==> config.mk <==
export PLATFORM = sky130hd
export DESIGN_NAME = shared_bus_responder
export DESIGN_NICKNAME = d
export VERILOG_FILES = /design/src/rtl/shared_bus_responder.sv
export SDC_FILE = /design/constraint.sdc
export NUM_CORES = 1
export LEC_CHECK = 0
export BUFFER_PORTS_ARGS = -buffer_cell sky130_fd_sc_hd__clkbuf_2
export CAP_MARGIN = 20
export CELL_PAD_IN_SITES_DETAIL_PLACEMENT = 0
export CELL_PAD_IN_SITES_GLOBAL_PLACEMENT = 1
export CORE_AREA = 3 3 419 421
export CTS_CLUSTER_DIAMETER = 40
export DETAILED_ROUTE_END_ITERATION = 16
export DIE_AREA = 0 0 422 424
export HOLD_SLACK_MARGIN = 0.02
export PLACE_DENSITY = 0.37
export SYNTH_ARGS = -nofsm -noshare
export SYNTH_HDL_FRONTEND = slang
export SYNTH_SLANG_ARGS = --single-unit
==> constraint.sdc <==
create_clock -name clk -period 2.2 [get_ports clk]
set_clock_uncertainty 0.15 [all_clocks]
set_input_delay 0.44 -clock clk [delete_from_list [all_inputs] [get_ports clk]]
set_output_delay 0.44 -clock clk [all_outputs]
set_load 0.1 [all_outputs]
==> src/rtl/shared_bus_responder.sv <==
`default_nettype none
// ============================================================================
// Module   : shared_bus_responder
// Brief    : Far-end responder for the L2 shared bus: snoop reply, then
//            memory-latency line return or writeback completion.
// Revision : 1.0 - initial release
// ============================================================================
module shared_bus_responder #(
    parameter int ADDR_WIDTH  = 32,
    parameter int LINE_WIDTH  = 512,
    parameter int OP_WIDTH    = 8,
    parameter int MEM_LATENCY = 4
) (
    input  logic                  clk,
    input  logic                  reset,
    input  logic                  req_valid,
    output logic                  req_ready,
    input  logic [OP_WIDTH-1:0]   req_op,
    input  logic [ADDR_WIDTH-1:0] req_addr,
    input  logic [LINE_WIDTH-1:0] req_data,
    output logic                  snoop_valid,
    output logic [1:0]            snoop_result,
    output logic                  rsp_valid,
    input  logic                  rsp_ready,
    output logic [LINE_WIDTH-1:0] rsp_data,
    output logic                  err,
    output logic [15:0]           write_count
);

    localparam int C_OFFS = $clog2(LINE_WIDTH / 8);
    localparam int C_REPL = LINE_WIDTH / ADDR_WIDTH;
    localparam logic [ADDR_WIDTH-1:0] C_ALIGN_MASK =
        ~((ADDR_WIDTH'(1) << C_OFFS) - ADDR_WIDTH'(1));
    localparam logic [7:0] C_WAIT_LOAD = 8'(MEM_LATENCY - 1);

    localparam logic [OP_WIDTH-1:0] C_OP_READ  = OP_WIDTH'(1);
    localparam logic [OP_WIDTH-1:0] C_OP_WRITE = OP_WIDTH'(2);
    localparam logic [OP_WIDTH-1:0] C_OP_RWIM  = OP_WIDTH'(3);
    localparam logic [OP_WIDTH-1:0] C_OP_INV   = OP_WIDTH'(4);

    localparam logic [1:0] C_NOHIT = 2'b00;
    localparam logic [1:0] C_HIT   = 2'b01;
    localparam logic [1:0] C_HITM  = 2'b10;

    typedef enum logic [1:0] {
        S_IDLE     = 2'd0,
        S_SNOOP    = 2'd1,
        S_MEM_WAIT = 2'd2,
        S_RESPOND  = 2'd3
    } state_t;

    state_t                r_state;
    state_t                w_state_nxt;
    logic [OP_WIDTH-1:0]   r_op;
    logic [ADDR_WIDTH-1:0] r_addr;
    logic [1:0]            r_addr_lo;
    logic [LINE_WIDTH-1:0] r_data;
    logic [7:0]            r_cnt;
    logic                  r_err;
    logic [15:0]           r_write_count;

    logic       w_accept;
    logic       w_op_legal;
    logic       w_is_rd;
    logic [1:0] w_snoop_res;
    logic       w_unused_data;

    assign w_accept   = req_valid & req_ready;
    assign w_op_legal = (req_op >= C_OP_READ) && (req_op <= C_OP_INV);
    assign w_is_rd    = (r_op == C_OP_READ) || (r_op == C_OP_RWIM);

    // Writeback payload is absorbed by the modelled memory and never read back.
    assign w_unused_data = ^r_data;

    always_comb begin
        w_snoop_res = C_NOHIT;
        if (w_is_rd) begin
            case (r_addr_lo)
                2'b00:   w_snoop_res = C_HIT;
                2'b01:   w_snoop_res = C_HITM;
                default: w_snoop_res = C_NOHIT;
            endcase
        end
    end

    always_comb begin
        w_state_nxt = r_state;
        case (r_state)
            S_IDLE: begin
                if (w_accept && w_op_legal) w_state_nxt = S_SNOOP;
            end
            S_SNOOP: begin
                if ((r_op == C_OP_INV) || (w_snoop_res == C_HITM)) w_state_nxt = S_IDLE;
                else                                                w_state_nxt = S_MEM_WAIT;
            end
            S_MEM_WAIT: begin
                if (r_cnt == 8'd0) w_state_nxt = (r_op == C_OP_WRITE) ? S_IDLE : S_RESPOND;
            end
            S_RESPOND: begin
                if (rsp_ready) w_state_nxt = S_IDLE;
            end
            default: w_state_nxt = S_IDLE;
        endcase
    end

    always_ff @(posedge clk) begin
        if (reset) begin
            r_state       <= S_IDLE;
            r_op          <= '0;
            r_addr        <= '0;
            r_addr_lo     <= 2'b00;
            r_data        <= '0;
            r_cnt         <= 8'd0;
            r_err         <= 1'b0;
            r_write_count <= 16'd0;
        end else begin
            r_state <= w_state_nxt;
            r_err   <= w_accept && !w_op_legal;
            if (w_accept) begin
                r_op      <= req_op;
                r_addr    <= req_addr & C_ALIGN_MASK;
                r_addr_lo <= req_addr[1:0];
                r_data    <= req_data;
            end
            if (r_state == S_SNOOP) begin
                r_cnt <= C_WAIT_LOAD;
            end else if ((r_state == S_MEM_WAIT) && (r_cnt != 8'd0)) begin
                r_cnt <= r_cnt - 8'd1;
            end
            if ((r_state == S_MEM_WAIT) && (r_cnt == 8'd0) && (r_op == C_OP_WRITE)) begin
                r_write_count <= r_write_count + 16'd1;
            end
        end
    end

    // Ready is masked while reset is held so nothing is offered during reset.
    assign req_ready    = (r_state == S_IDLE) && !reset;
    assign snoop_valid  = (r_state == S_SNOOP);
    assign snoop_result = snoop_valid ? w_snoop_res : C_NOHIT;
    assign rsp_valid    = (r_state == S_RESPOND);
    assign rsp_data     = rsp_valid ? {C_REPL{r_addr}} : '0;
    assign err          = r_err;
    assign write_count  = r_write_count;

endmodule
`default_nettype wire

==> results of run 1 <==
critical path, cell delays in order (launching register included):
cell and delay (ns):
dfxtp_4 0.40, buf_12 0.17, and3_4 0.31, buf_16 0.19, buf_12 0.20
final cells by class:
class / instances / area (um2)
clock inverters: 7 / 55.05
flip-flops and latches: 63 / 1289
inverters: 6 / 22.52
fillers: 19559 / 154200
clock buffers: 9 / 225.2
diodes: 1 / 2.502
well taps: 2310 / 2890
repair buffers: 573 / 10930
multi-input cells: 376 / 2166
Yosys cell counts, types with 7 or more instances:
cell type	n	share of area (%)
buf_4	486	55
nand2_1	84	4.8
dfxtp_1	63	19
a21oi_1	49	3.7
and3_1	28	2.6
clkbuf_1	23	1.3
nor2_1	17	0.96
nor2b_1	9	0.85
or4_1	9	1.0
mux2_2	8	1.4
nor4_1	8	0.76
nand3_1	7	0.53
o31ai_1	7	0.79
metrics by stage:
| step | TNS (ns) | std cells | utilization [%] | area [um2] |
|---|---|---|---|---|
| global route | -53.32 | 3344 | 10.24 | 17580 |
| finish | -18.78 | 3345 | 10.24 | 17580 |
| global placement | -0.08210 | 3289 | 9.229 | 15850 |
| floorplan | -0.6252 | 956 | - | 8406 |
| CTS | -62.71 | 3326 | 9.828 | 16880 |
| detailed placement | -0.01879 | 3289 | 9.229 | 15850 |
power by group through the flow:
stage | Clock, W | Combinational, W | Sequential (W)
finish | 0.00146 | 0.000980 | 0.00120
global route | 0.00160 | 0.00102 | 0.00121
CTS | 0.00157 | 0.000986 | 0.00120
detailed placement | 0 | 0.000978 | 0.00123
global placement | 0 | 0.000981 | 0.00123
floorplan | 0 | 0.000969 | 0.00123
flip-flops by register name (all words and copies together) (netlist names):
signal       flops
r_addr_lo        2
write_count     16
r_addr          26
r_cnt            8
r_op             8
r_state          2
err              1
what timing repair did:
| action | CTS | global route |
|---|---|---|
| endpoints found under the setup margin | 416 | 437 |
| gates cloned | 11 | 10 |
| setup buffers | 10 | 9 |
| pin swaps | 8 | 16 |
| resized for setup | 63 | 57 |
worst max path at each step:
stage | startpoint | end | cells after the start
after floorplan | reset | req_ready | 2
after global placement | r_cnt[0]$_SDFFE_PP0P_ | write_count[10]$_SDFFE_PP0P_ | 6
after detailed placement | r_cnt[0]$_SDFFE_PP0P_ | write_count[10]$_SDFFE_PP0P_ | 6
after CTS | r_state[1]$_SDFFE_PP0P_ | rsp_data[382] | 5
after global routing | r_state[0]$_SDFFE_PP0P_ | rsp_data[239] | 5
final | r_state[1]$_SDFFE_PP0P_ | rsp_data[468] | 4
kinds of logic after synthesis:
| kind of cell | Yosys count | synth area share, % |
|---|---|---|
| simple gates | 196 | 15.38 |
| other cells | 1 | 0.05670 |
| flops | 63 | 19.07 |
| fa+ha+maj | 3 | 0.5676 |
| xor+xnor | 3 | 0.3973 |
| compound gates | 70 | 6.224 |
| buf+inv | 517 | 56.94 |
| mux | 8 | 1.362 |
per-layer routing:
metal  track usage, %  up-vias  wire length, um
li1                 -     2562                -
met1            4.385     2592            14660
met2            8.986      298            25020
met3            1.340       12             2829
met4           0.7207        0              282
met5                0        -                0
==> results.sh, run 1 <==
export IMPL_status="finished, violations left"
export IMPL_failed_checks="negative setup slack"
export IMPL_hold_buffers=0
export IMPL_total_leakage_power_nw=6.175
export IMPL_sequentialPowerShare_pct=33.0
export IMPL_core_um2=171700
export IMPL_antenna_left=0
export IMPL_avgSynthCellArea_um2=7.682
export IMPL_crit_fanout=17
export IMPL_synth_edff_count=0
export IMPL_setup_viol=366
export IMPL_rsz0062_at_grt="true"
export IMPL_grt_pass1_vias=5411
export IMPL_sw_frac_of_total_pct=43.84
export IMPL_grt_overflow_total=0
export IMPL_final_common_cell="buf_12"
export IMPL_wl_um=42790
export IMPL_port_buffers=477
export IMPL_period_minus_slack_ns=2.318
export IMPL_place_congestion=0.6331
export IMPL_synth_cell_area_um2=6614
export IMPL_ys_seq_area_share_pct=19.07
export IMPL_p_int_w=0.002047
export IMPL_worst_pin_slew_ns=0.5630
export IMPL_crit_required_ns=1.61
export IMPL_slew_viol_final=0
export IMPL_powerDensity_nw_per_um2=207.3
export IMPL_start_util_pct=3.851
export IMPL_clockPowerShare_pct=40.1
export IMPL_vdd_ir_drop_worst_uv=363.5
export IMPL_r2r_cells=7
export IMPL_drtPass1Iterations=4
export IMPL_clock_latency_ns=0.36
export IMPL_post_route_period_util_pct=105.3
export IMPL_synth_distinct_cells=45
export IMPL_crit_path_end_kind="output pin"
export IMPL_hold_viol=0
export IMPL_holdCritPathClass="input port to register"
export IMPL_whs_path_depth=3
export IMPL_vias_per_cell=1.633
export IMPL_r2r_end="r_cnt[3]$_SDFFE_PP0P_"
export IMPL_start_kind="register"
export IMPL_antenna_found_initial=2
export IMPL_crit_arrival_ns=1.73
export IMPL_htree_levels=3
export IMPL_max_freq_mhz=431.5
export IMPL_root_buffer="clkbuf_16"
export IMPL_slew_headroom_pct=62.62
export IMPL_drive_gt1_share_pct=63.64
export IMPL_cts_buffers=9
export IMPL_cts_sinks=63
export IMPL_ios=1090
export IMPL_ys_warnings_count=0
export IMPL_cts_buffer_depth=2
export IMPL_die_h_um=424
export IMPL_r2r_setup_slack_ns=-0.03
export IMPL_synth_seq_cells=63
export IMPL_rr_startpoint="r_state[0]$_SDFFE_PP0P_"
export IMPL_final_cell_mix="buf_12 (386), conb_1 (96), buf_16 (86)"
export IMPL_dp_hpwl_um=33120
export IMPL_p_comb_share_pct=26.9
export IMPL_nets=1588
export IMPL_die_width_um=422
export IMPL_routedWlPerCell_um=12.79
export IMPL_drcViolationCount=0
export IMPL_syn_to_final_growth_pct=165.8
export IMPL_holdWs_ns=0.1464
export IMPL_design_power_total_w=0.003644
export IMPL_cts_tree="done"
export IMPL_die_area_um2=178900
export IMPL_grtUsageTotal_pct=4.420
export IMPL_cap_violations=0
export IMPL_synth_ff_type="dfxtp_1"
export IMPL_path_clk_slew_ns=0.06
export IMPL_place_ws_ns=-0.01879
export IMPL_setup_ws_ns=-0.1177
export IMPL_hold_start="req_addr[9]"
export IMPL_grt_pass1_wl_um=52670
export IMPL_async_flop_share_pct=0
export IMPL_rows=152
export IMPL_grt_max_degree=36
export IMPL_first_iter_violations=149
export IMPL_hold_end="r_addr[9]$_SDFFE_PP0P_"
export IMPL_p_sw_w=0.001598
export IMPL_worstSetupPathType="register to output pin"
export IMPL_syn_inst=861
export IMPL_dr_total_vias=5464
Note: power is estimated with default switching activity, not from simulation.
==> run 2: changes to the inputs <==
ABC_AREA = 1   (was unset)
CORE_AREA = 3 3 425 427   (was 3 3 419 421)
DIE_AREA = 0 0 428 430   (was 0 0 422 424)
==> results.sh, run 2 <==
export IMPL_design_power_total_w=0.005884
export IMPL_ys_warnings_count=0
export IMPL_top_register="r_addr"
export IMPL_grt_pass1_vias=5533
export IMPL_syn_inst=940
export IMPL_routedWlPerCell_um=11.79
export IMPL_avgSynthCellArea_um2=7.228
export IMPL_ios=1090
export IMPL_total_leakage_power_nw=6.406
export IMPL_status="finished, violations left"
export IMPL_drcViolationCount=0
export IMPL_antenna_found_initial=9
export IMPL_grt_overflow_total=0
export IMPL_fill_cells=20243
export IMPL_crit_fanout=14
export IMPL_ys_seq_area_share_pct=18.56
export IMPL_grt_pass1_wl_um=53440
export IMPL_hold_end="r_addr_lo[1]$_SDFFE_PP0P_"
export IMPL_cap_violations=0
export IMPL_yosys_area_top_type="buf_4"
export IMPL_port_buffers=477
export IMPL_seq_area_um2=1270
export IMPL_worstSetupPathType="register to output pin"
export IMPL_synth_most_common_cell="buf_4"
export IMPL_synth_seq_cells=63
export IMPL_vias_per_cell=1.632
export IMPL_synthTopCellsByArea="buf_4 (54%), dfxtp_1 (19%), nand2_1 (4.8%)"
export IMPL_rsz0062_at_grt="true"
export IMPL_clock_latency_ns=0.37
export IMPL_first_iter_violations=126
export IMPL_r2r_setup_slack_ns=0.35
export IMPL_antenna_left=0
export IMPL_grtUsageTotal_pct=4.302
export IMPL_max_freq_mhz=430.3
export IMPL_crit_path_end_kind="output pin"
export IMPL_grtUsageMet2_pct=8.317
export IMPL_root_buffer="clkbuf_16"
export IMPL_yosys_area_top_type_share_pct=53.92
export IMPL_cts_buffers=9
export IMPL_hold_start="req_addr[1]"
export IMPL_die_area_um2=184000
export IMPL_worst_pin_slew_ns=0.5850
export IMPL_start_util_pct=3.849
export IMPL_r2r_end="write_count[4]$_SDFFE_PP0P_"
export IMPL_wl_um=40720
export IMPL_grt_max_degree=46
export IMPL_path_clk_slew_ns=0.08
export IMPL_slew_viol_final=0
export IMPL_place_congestion=0.6259
export IMPL_rr_startpoint="r_op[2]$_SDFFE_PP0P_"
export IMPL_drive_gt1_share_pct=58.12
export IMPL_rows=154
export IMPL_synth_distinct_cells=32
export IMPL_nets=1662
export IMPL_use_met1_pct=4.646
export IMPL_largest_reg_flops=26
export IMPL_hold_buffers=0
export IMPL_r2r_cells=7
export IMPL_holdCritPathClass="input port to register"
export IMPL_synth_ff_type="dfxtp_1"
export IMPL_slew_headroom_pct=61.17
export IMPL_whs_path_depth=3
export IMPL_dp_hpwl_um=32880
export IMPL_syn_to_final_growth_pct=167.1
export IMPL_vdd_ir_drop_worst_uv=259.7
export IMPL_period_minus_slack_ns=2.324
export IMPL_synth_edff_count=0
export IMPL_post_route_period_util_pct=105.6
export IMPL_die_width_um=428
export IMPL_core_um2=176500
export IMPL_setup_viol=280
export IMPL_hold_viol=0
export IMPL_setup_ws_ns=-0.1237
export IMPL_synth_cell_area_um2=6794
export IMPL_powerDensity_nw_per_um2=324.3
export IMPL_cts_buffer_depth=2
export IMPL_async_flop_share_pct=0
export IMPL_failed_checks="negative setup slack"
export IMPL_final_common_cell="buf_12"
export IMPL_top_usage_layer="met2"
export IMPL_die_h_um=430
export IMPL_synthTopCellsByCount="buf_4 (488), nand2_1 (87), nor2_1 (65)"
export IMPL_crit_arrival_ns=1.73
export IMPL_holdWs_ns=0.1204
export IMPL_crit_required_ns=1.61
export IMPL_htree_levels=3
export IMPL_start_kind="register"
export IMPL_cts_tree="done"
export IMPL_grtUsageMet3_pct=1.264
export IMPL_dr_total_vias=5633
export IMPL_drtPass1Iterations=4
export IMPL_cts_sinks=63
export IMPL_final_cell_mix="buf_12 (350), buf_16 (132), conb_1 (96)"
export IMPL_multi_input_area_um2=2185
## run 2: per-stage QoR
stage | instance area [um2] | std cells | setup slack [ns] | TNS, ns | util [%]
2_1_floorplan | 7938 | 1035 | -0.5458 | -165.43 | -
3_3_place_gp | 16060 | 3392 | 0.1383 | 0 | 9.101
3_5_place_dp | 16060 | 3392 | 0.1411 | 0 | 9.101
4_1_cts | 17900 | 3445 | -0.1876 | -34.28 | 10.14
5_1_grt | 18140 | 3450 | -0.1856 | -41.08 | 10.28
6_report | 18150 | 3452 | -0.1237 | -14.87 | 10.28
## run 2: cell type report
cell class / count / area share, %
repair buffers: 562 / 61.98
well taps: 2340 / 16.13
multi-input cells: 408 / 12.04
flip-flops and latches: 63 / 6.999
inverters: 59 / 1.248
clock buffers: 9 / 1.241
clock inverters: 7 / 0.3034
diodes: 4 / 0.05516
## run 2: cell families (layout without fill, tap and decap cells)
group | count (synthesis) | after routing | share of synthesized area (%)
flip-flops | 63 | 63 | 18.56
adder cells (fa/ha/maj) | 3 | 3 | 0.5525
XOR/XNOR | 11 | 11 | 1.418
buffers and inverters | 564 | 637 | 58.40
other | 1 | 100 | 0.05520
AO/OA/AOI/OAI | 98 | 98 | 7.569
AND/OR/NAND/NOR | 200 | 200 | 13.44
## run 2: power breakdown
group / internal [W] / switching [W] / total (W)
Combinational: 0.000722 / 0.00220 / 0.00292
Clock: 0.000777 / 0.000729 / 0.00151
Sequential: 0.00136 / 0.0000955 / 0.00145
Total: 0.00286 / 0.00303 / 0.00588
## run 2: what timing repair did
action                                  in CTS  in global routing
buffers inserted                            16                  4
endpoints found under the setup margin     419                411
cloned                                      21                  0
pin swaps                                   19                  9
gates resized for setup                    120                 32
## run 2: routing by layer
layer / wire length (um) / vias to the layer above / part of all wire, %
met4: 291 / 6 / 0.71
met3: 2234 / 23 / 5.5
li1: - / 2680 / -
met1: 15160 / 2631 / 37
met5: 41 / - / 0.10
met2: 22990 / 293 / 56
## run 2: worst max path at each step
stage | from | end | slack (ns) | depth (start not counted)
6_report | r_state[0]$_SDFFE_PP0P_ | rsp_data[441] | -0.12 | 6
3_5_place_dp | r_op[7]$_SDFFE_PP0P_ | snoop_result[0] | 0.14 | 6
4_1_cts | r_state[0]$_SDFFE_PP0P_ | rsp_data[441] | -0.19 | 6
5_1_grt | r_state[0]$_SDFFE_PP0P_ | rsp_data[456] | -0.19 | 6
3_3_place_gp | r_state[1]$_SDFFE_PP0P_ | rsp_data[78] | 0.14 | 5
2_1_floorplan | r_state[0]$_SDFFE_PP0P_ | snoop_result[0] | -0.55 | 4
## run 2: critical path, cell delays in order (launching register included)
cell and delay [ns]:
dfxtp_4 0.36, nand2_4 0.06, buf_12 0.15, nor2_4 0.13, buf_12 0.15, buf_16 0.18, buf_16 0.20
==> run 3: changes to the inputs <==
BUFFER_PORTS_ARGS = -buffer_cell sky130_fd_sc_hd__buf_4   (was -buffer_cell sky130_fd_sc_hd__clkbuf_2)
==> results.sh, run 3 (synthesized netlist as in run 2, its figures left out) <==
export IMPL_grt_pass1_vias=5454
export IMPL_max_stage_delay_ns=0.37
export IMPL_drcViolationCount=0
export IMPL_r2r_end="write_count[4]$_SDFFE_PP0P_"
export IMPL_hold_viol=0
export IMPL_failed_checks="negative setup slack"
export IMPL_r2r_setup_slack_ns=0.42
export IMPL_nets=1733
export IMPL_vias_per_cell=1.651
export IMPL_top_register="r_addr"
export IMPL_top_usage_layer="met2"
export IMPL_antenna_left=0
export IMPL_rows=154
export IMPL_crit_path_end_kind="output pin"
export IMPL_path_clk_slew_ns=0.07
export IMPL_largest_reg_flops=26
export IMPL_max_freq_mhz=428.3
export IMPL_cts_buffers=9
export IMPL_setup_viol=225
export IMPL_rr_startpoint="r_op[1]$_SDFFE_PP0P_"
export IMPL_holdCritPathClass="input port to register"
export IMPL_die_h_um=430
export IMPL_clock_latency_ns=0.37
export IMPL_root_buffer="clkbuf_16"
export IMPL_grtUsageMet2_pct=6.640
export IMPL_htree_levels=3
export IMPL_grt_overflow_total=0
export IMPL_die_area_um2=184000
export IMPL_cts_sinks=63
export IMPL_setup_ws_ns=-0.1350
export IMPL_dr_total_vias=5818
export IMPL_rsz0062_at_grt="true"
export IMPL_path_cells="nand2_4 > buf_12 > nor2_4 > buf_12 > buf_12 > buf_4 > buf_12"
export IMPL_slew_viol_final=0
export IMPL_grtUsageTotal_pct=3.665
export IMPL_antenna_found_initial=8
export IMPL_start_util_pct=3.849
export IMPL_syn_to_final_growth_pct=144.5
export IMPL_r2r_cells=6
export IMPL_use_met1_pct=4.271
export IMPL_status="finished, violations left"
export IMPL_critPathLaunch="r_state[0]$_SDFFE_PP0P_"
export IMPL_start_kind="register"
export IMPL_cts_buffer_depth=2
export IMPL_wl_um=38030
export IMPL_dp_hpwl_um=28280
export IMPL_place_ws_ns=0.06053
export IMPL_powerDensity_nw_per_um2=351.3
export IMPL_slowest_stage="dfxtp_4"
export IMPL_grtUsageMet3_pct=1.038
export IMPL_port_buffers=477
export IMPL_crit_fanout=14
export IMPL_core_um2=176500
export IMPL_cts_tree="done"
export IMPL_drtPass1Iterations=4
export IMPL_period_minus_slack_ns=2.335
export IMPL_final_cell_mix="buf_12 (319), buf_4 (145), buf_6 (116)"
export IMPL_grt_max_degree=44
export IMPL_post_route_period_util_pct=106.1
export IMPL_crit_required_ns=1.61
export IMPL_vdd_ir_drop_worst_uv=281.4
export IMPL_crit_path_frequent_cell="buf_12"
export IMPL_cap_violations=0
export IMPL_grt_pass1_wl_um=46730
export IMPL_worstSetupPathType="register to output pin"
export IMPL_place_congestion=0.6121
export IMPL_drive_gt1_share_pct=60.98
export IMPL_crit_arrival_ns=1.74
export IMPL_final_core_util_pct=9.412
export IMPL_die_width_um=428
export IMPL_total_leakage_power_nw=6.125
export IMPL_endpoint="rsp_data[310]"
export IMPL_final_common_cell="buf_12"
export IMPL_ios=1090
export IMPL_first_iter_violations=135
export IMPL_routedWlPerCell_um=10.80
run 3: worst max-delay path, delay by kind of cell (launching register included):
kind | cells | cell delay, ns
simple gates | 2 | 0.21
flops | 1 | 0.37
buf+inv | 5 | 0.73
run 3: cell type report:
| type | instances | area, um2 |
|---|---|---|
| antenna | 4 | 10.01 |
| clock buffer | 9 | 225.2 |
| clock inverter | 7 | 55.05 |
| fill | 20392 | 159900 |
| inverter | 59 | 229.0 |
| multi-input combinational | 408 | 2200 |
| sequential | 63 | 1271 |
| tap | 2340 | 2928 |
| timing repair buffer | 633 | 9694 |
run 3: layer usage:
layer	vias to the layer above	routed length, um
li1	2799	-
met1	2708	15340
met2	286	20150
met3	19	2196
met4	6	308
met5	-	36
run 3: per-stage QoR:
step | setup TNS (ns) | hold slack [ns] | std cells | cell area (um2) | power (W)
2_1_floorplan | -165.43 | 0.2800 | 1035 | 7938 | 0.003837
6_report | -13.08 | 0.1427 | 3523 | 16610 | 0.005836
3_5_place_dp | 0 | 0.2954 | 3393 | 10920 | 0.004202
3_3_place_gp | 0 | 0.2933 | 3393 | 10920 | 0.004214
4_1_cts | -26.49 | 0.1110 | 3470 | 14640 | 0.005983
5_1_grt | -33.98 | 0.1442 | 3520 | 16600 | 0.006224
run 3: worst min path at each step:
stage / to / from / cells after the start / slack [ns]
after floorplan: r_op[6]$_SDFFE_PP0P_ / r_op[6]$_SDFFE_PP0P_ / 2 / 0.28
after global placement: r_op[6]$_SDFFE_PP0P_ / r_op[6]$_SDFFE_PP0P_ / 2 / 0.29
after detailed placement: r_op[6]$_SDFFE_PP0P_ / r_op[6]$_SDFFE_PP0P_ / 2 / 0.30
after CTS: r_addr_lo[1]$_SDFFE_PP0P_ / req_addr[1] / 3 / 0.11
after global routing: r_addr_lo[1]$_SDFFE_PP0P_ / req_addr[1] / 3 / 0.14
final: r_addr_lo[1]$_SDFFE_PP0P_ / req_addr[1] / 3 / 0.14
run 3: what timing repair did:
action | 4_1_cts | 5_1_grt
hold buffers | 0 | 0
cloned | 1 | 3
endpoints found under the setup margin | 418 | 417
buffers inserted | 60 | 46
pin swaps | 9 | 2
resized for setup | 637 | 363
run 3: report_power, final:
part           internal, W  switching [W]
sequential         0.00136       0.000105
combinational     0.000714        0.00217
clock             0.000777       0.000709
